File: config.mk
export PLATFORM = sky130hd
export DESIGN_NAME = axis_downsizer_flat
export DESIGN_NICKNAME = d
export VERILOG_FILES = /design/src/rtl/axis_downsizer_if.sv /design/src/rtl/axis_downsizer.sv /design/src/flat_wrapper.sv
export SDC_FILE = /design/constraint.sdc
export NUM_CORES = 1
export LEC_CHECK = 0
export CORE_UTILIZATION = 49
export DETAILED_ROUTE_END_ITERATION = 6
export PLACE_DENSITY_LB_ADDON = 0.2
export SETUP_SLACK_MARGIN = 0.02
export SYNTH_ARGS = -nofsm -noshare
export SYNTH_HDL_FRONTEND = slang
export SYNTH_SLANG_ARGS = --single-unit
File: constraint.sdc
create_clock -name aclk -period 18.5 [get_ports aclk]
set_input_delay 2.775 -clock aclk [delete_from_list [all_inputs] [get_ports aclk]]
set_output_delay 2.775 -clock aclk [all_outputs]
set_load 0.05 [all_outputs]
File: src/rtl/axis_downsizer_if.sv
// axis_downsizer_if: AXI4-Stream bundle; tlast exists only when AXIS_DOWNSIZER_TLAST_EN is defined.
interface axis_downsizer_if #(parameter int W = 32);
  logic [W-1:0] tdata;
  logic tvalid;
  logic tready;
`ifdef AXIS_DOWNSIZER_TLAST_EN
  logic tlast;
  modport master(output tdata, tvalid, tlast, input tready);
  modport slave(input tdata, tvalid, tlast, output tready);
`else
  modport master(output tdata, tvalid, input tready);
  modport slave(input tdata, tvalid, output tready);
`endif
endinterface

File: src/rtl/axis_downsizer.sv
// axis_downsizer: splits wide AXI4-Stream words into narrow ones, LS slice first; optional tlast via AXIS_DOWNSIZER_TLAST_EN.
module axis_downsizer #(
  parameter int S_AXIS_TDATA_WIDTH = 96,
  parameter int M_AXIS_TDATA_WIDTH = 32
) (
  input  logic aclk,
  input  logic areset,
  input  logic [15:0] cfg_data,
  axis_downsizer_if.slave  s_axis,
  axis_downsizer_if.master m_axis
);
  localparam int RATIO = S_AXIS_TDATA_WIDTH / M_AXIS_TDATA_WIDTH;
  localparam int CW = RATIO > 1 ? $clog2(RATIO) : 1;
  localparam logic [CW-1:0] LAST_MAX = CW'(RATIO - 1);
  logic [S_AXIS_TDATA_WIDTH-1:0] data_reg;
  logic [CW-1:0] cntr_reg, last_reg, cfg_last;
  logic valid_reg, out_beat, final_beat, accept, unused_cfg;
  assign unused_cfg = ^cfg_data[15:CW];
  assign cfg_last = cfg_data[CW-1:0] > LAST_MAX ? LAST_MAX : cfg_data[CW-1:0];
  assign out_beat = valid_reg & m_axis.tready;
  assign final_beat = out_beat & (cntr_reg == last_reg);
  assign s_axis.tready = ~areset & (~valid_reg | final_beat);
  assign accept = s_axis.tvalid & s_axis.tready;
  assign m_axis.tvalid = valid_reg;
  assign m_axis.tdata = data_reg[M_AXIS_TDATA_WIDTH-1:0];
  // a final beat that coincides with an accept reloads directly, so no bubble
  always_ff @(posedge aclk) begin
    if (areset) begin
      valid_reg <= 1'b0;
      cntr_reg <= '0;
      last_reg <= '0;
    end else if (accept) begin
      data_reg <= s_axis.tdata;
      valid_reg <= 1'b1;
      cntr_reg <= '0;
      last_reg <= cfg_last;
    end else if (final_beat) begin
      valid_reg <= 1'b0;
    end else if (out_beat) begin
      data_reg <= data_reg >> M_AXIS_TDATA_WIDTH;
      cntr_reg <= cntr_reg + CW'(1);
    end
  end
`ifdef AXIS_DOWNSIZER_TLAST_EN
  logic tlast_reg;
  always_ff @(posedge aclk) begin
    if (areset) tlast_reg <= 1'b0;
    else if (accept) tlast_reg <= s_axis.tlast;
  end
  assign m_axis.tlast = tlast_reg & (cntr_reg == last_reg) & valid_reg;
`endif
endmodule

File: src/flat_wrapper.sv
// flat-port wrapper written by rule: the top's interface ports become plain ports
module axis_downsizer_flat 
#(
  parameter int S_AXIS_TDATA_WIDTH = 96,
  parameter int M_AXIS_TDATA_WIDTH = 32
)
  (aclk, areset, cfg_data, s_axis_tdata, s_axis_tvalid, s_axis_tready, m_axis_tdata, m_axis_tvalid, m_axis_tready);
  axis_downsizer_if #(.W(96)) s_axis_i ();
  axis_downsizer_if #(.W(32)) m_axis_i ();
  input  logic aclk;
  input  logic areset;
  input  logic [15:0] cfg_data;
  input wire logic [$bits(s_axis_i.tdata)-1:0] s_axis_tdata;
  input wire logic [$bits(s_axis_i.tvalid)-1:0] s_axis_tvalid;
  output wire logic [$bits(s_axis_i.tready)-1:0] s_axis_tready;
  output wire logic [$bits(m_axis_i.tdata)-1:0] m_axis_tdata;
  output wire logic [$bits(m_axis_i.tvalid)-1:0] m_axis_tvalid;
  input wire logic [$bits(m_axis_i.tready)-1:0] m_axis_tready;
  assign s_axis_i.tdata = s_axis_tdata;
  assign s_axis_i.tvalid = s_axis_tvalid;
  assign s_axis_tready = s_axis_i.tready;
  assign m_axis_tdata = m_axis_i.tdata;
  assign m_axis_tvalid = m_axis_i.tvalid;
  assign m_axis_i.tready = m_axis_tready;
  axis_downsizer #(.S_AXIS_TDATA_WIDTH(S_AXIS_TDATA_WIDTH), .M_AXIS_TDATA_WIDTH(M_AXIS_TDATA_WIDTH)) u_core (.aclk(aclk), .areset(areset), .cfg_data(cfg_data), .s_axis(s_axis_i), .m_axis(m_axis_i));
endmodule
==> summary.md <==
| Metric | Value |
|---|---|
| Vias post-DR | `2469` |
| Port Buffer Count | `135` |
| Worst Path Required | `15.73 ns` |
| Drc violations | `0` |
| Max-Cap Viols | `0` |
| # rows | `34` |
| Worst VDD drop | `0.0393 mV` |
| Final nets | `498` |
| # diodes | `0` |
| Post-layout util | `67.0%` |
| Worst hold margin | `0.540 ns` |
| Setup crit end kind | `output pin` |
| Most used cell, CP | `clkdlybuf4s50_1` |
| Final Hold Fails | `0` |
| Final worst path period share | `39.7%` |
| DIE AREA | `9510 um^2` |
| CP cell instances | `clkdlybuf4s50_1 > nand3_2 > a21oi_1 > clkdlybuf4s50_1` |
| Synth Cell Area | `4470 um^2` |
| Hold buffers post-CTS | `0` |
| Startpoint Class | `primary input` |
| Post-synth top area share | `64.5%` |
| Max reg flops | `96` |
| DR iter-0 viols | `83` |
| Fillers | `660` |
| Status | `completed` |
| Setup TNS Final | `0 ns` |
| TritonCTS Buffers | `9` |
| Final std cells w/o fill | `494` |
| Rel. slew slack | `39.9%` |
| Initial antenna violation count | `0` |
| WL final | `7.60 mm` |
| Tot Pwr | `489 uW` |
| Largest net degree at the start of global routing | `78` |
| Max Buffers Root-to-Sink | `2` |
| Slew @ Worst Pin | `0.901 ns` |
| Max FO, Critical Path | `7` |
| Post-DP HPWL | `5.00 mm` |
| CTS tree | `done` |
| Final Skew | `0.0157 ns` |
| Commonest non-fill, non-tap cells in the layout | `clkdlybuf4s50_1 (135), edfxtp_1 (96), mux2_2 (64)` |
| Number of synthesized register bits | `101` |
| Tmin final | `7.35 ns` |
| Total clock sinks | `101` |
| Fin. max-slew vios | `0` |
| Netlist cell types | `29` |
| Most common cell after layout, fill and taps aside | `clkdlybuf4s50_1` |
| Net switching fraction of the power | `22.6%` |
| Number of synthesized flops with an enable pin | `96` |
| Seq pwr share | `54.7%` |
| Int Power | `378 uW` |
| Final ANT Viol Nets | `0` |
| Delay of the slowest critical-path stage | `0.82 ns` |
| Root Driver | `clkbuf_8` |
| Switching power total | `110 uW` |
| FMAX | `136 MHz` |
| Top cell type by total area after synthesis | `edfxtp_1` |
| Leak | `0.00203 uW` |
| Post-synthesis sequential area ratio | `66.7%` |
| Yosys warns | `0` |
| Synthesized instance count | `279` |
| Slowest CP cell | `clkdlybuf4s50_1` |
| Clk_lat worst skew | `0.36 ns` |
| RD Place Congestion | `0.738` |
| Initial Util | `51.0%` |
| Grt total ovfl | `0` |
| Setup violations, final | `0` |
| Synth top area cells | `edfxtp_1 (65%), mux2_2 (16%), buf_4 (6.6%)` |
| Die outline width | `97.5 um` |
| Post-Syn Area per Cell | `16.0 um^2` |
| Power share of the clock group | `30.8%` |
| Global-route wire length before repair | `12.2 mm` |
| Comb pwr share | `14.5%` |
| Layout cells sized above 1 | `22.3%` |
| Avg WL per Cell | `15.4 um` |
| CTS clock-pin slew for the worst setup and hold paths | `0.10 ns` |
| H-tree depth | `3` |
| Unrepaired setup endpoints after global routing | `false` |
| Area delta synth->final | `31.4%` |
| FFs w/ async S/R, synth | `0%` |
| Die H | `97.5 um` |
| Post-CTS setup repair buffer count | `0` |
| Vias/cell | `5.00` |
| Pwr Density | `83.2 nW/um^2` |
| Drt pass-1 iters | `4` |
| Placed Cells | `479` |
| Placeable core area | `8760 um^2` |
| Boundary Pins | `150` |
| Vias in the first global route | `2504` |
| Post-Syn Nets | `395` |
| Synth Flop Type | `edfxtp_1` |
| WP data arrival | `4.58 ns` |
| PostCTS Resize Cnt | `0` |
| Overall Global Routing Usage | `16.5%` |
| Min-delay worst type | `reg2reg` |
| CP Class | `in2out` |
power groups by stage:
stage	combinational [uW]	sequential [uW]	clock, uW
final	70.7	267	151
after global routing	75.4	268	163
after CTS	71.7	267	155
after detailed placement	71.3	273	0
after global placement	69.6	272	0
after floorplan	43.8	274	0
Yosys cell counts, types with 2 or more instances:
library cell / number
edfxtp_1: 96
mux2_2: 64
buf_4: 39
and2_1: 32
a21oi_1: 5
dfxtp_1: 5
clkbuf_1: 4
clkbuf_2: 3
nand4_1: 3
nor2_1: 3
nor2b_1: 3
nor3_1: 3
nand2_1: 2
xnor2_1: 2
cell type report:
type | count | area (um^2) | area share (%)
flip-flops and latches | 101 | 2980 | 50.8
repair buffers | 138 | 1370 | 23.4
multi-input cells | 131 | 1160 | 19.8
well taps | 108 | 135 | 2.30
clock buffers | 10 | 128 | 2.17
clock inverters | 5 | 85.1 | 1.45
inverters | 1 | 3.75 | 0.0639
kinds of logic after synthesis:
group	count (synthesis)	share of synthesized area, %
mux	64	16.1
compound gates	12	2.02
buf+inv	47	7.31
flops	101	66.7
simple gates	51	6.86
xor+xnor	4	0.952
worst max-delay path, delay by kind of cell:
| family | cells | cell delay (ns) |
|---|---|---|
| buffers and inverters | 2 | 1.45 |
| AND/OR/NAND/NOR | 1 | 0.18 |
| AO/OA/AOI/OAI | 1 | 0.18 |
through the flow:
step | instance area (um^2) | worst slack, ns
6_report | 5870 | 11.15
5_1_grt | 5870 | 11.05
4_1_cts | 5870 | 11.15
3_5_place_dp | 5660 | 11.16
3_3_place_gp | 5660 | 11.15
2_1_floorplan | 4470 | 8.19
path summary, 6_finish.rpt:
check | start | to | slack (ns) | cells after the start
worst max-delay path | m_axis_tready | s_axis_tready | 11.15 | 4
worst min register to register | u_core.data_reg[85] | u_core.data_reg[53] | 0.54 | 1
worst max register to register | u_core.last_reg[0] | u_core.data_reg[61] | 15.67 | 5
worst min-delay path | u_core.data_reg[85] | u_core.data_reg[53] | 0.54 | 1
metal layers:
layer	vias up	global-route usage (%)	wire length, um
li1	1194	-	-
met3	14	4.46	459
met4	0	7.24	136
met2	86	27.4	3810
met5	-	0	0
met1	1175	20.1	3190
Note: power is estimated with default switching activity, not from simulation.
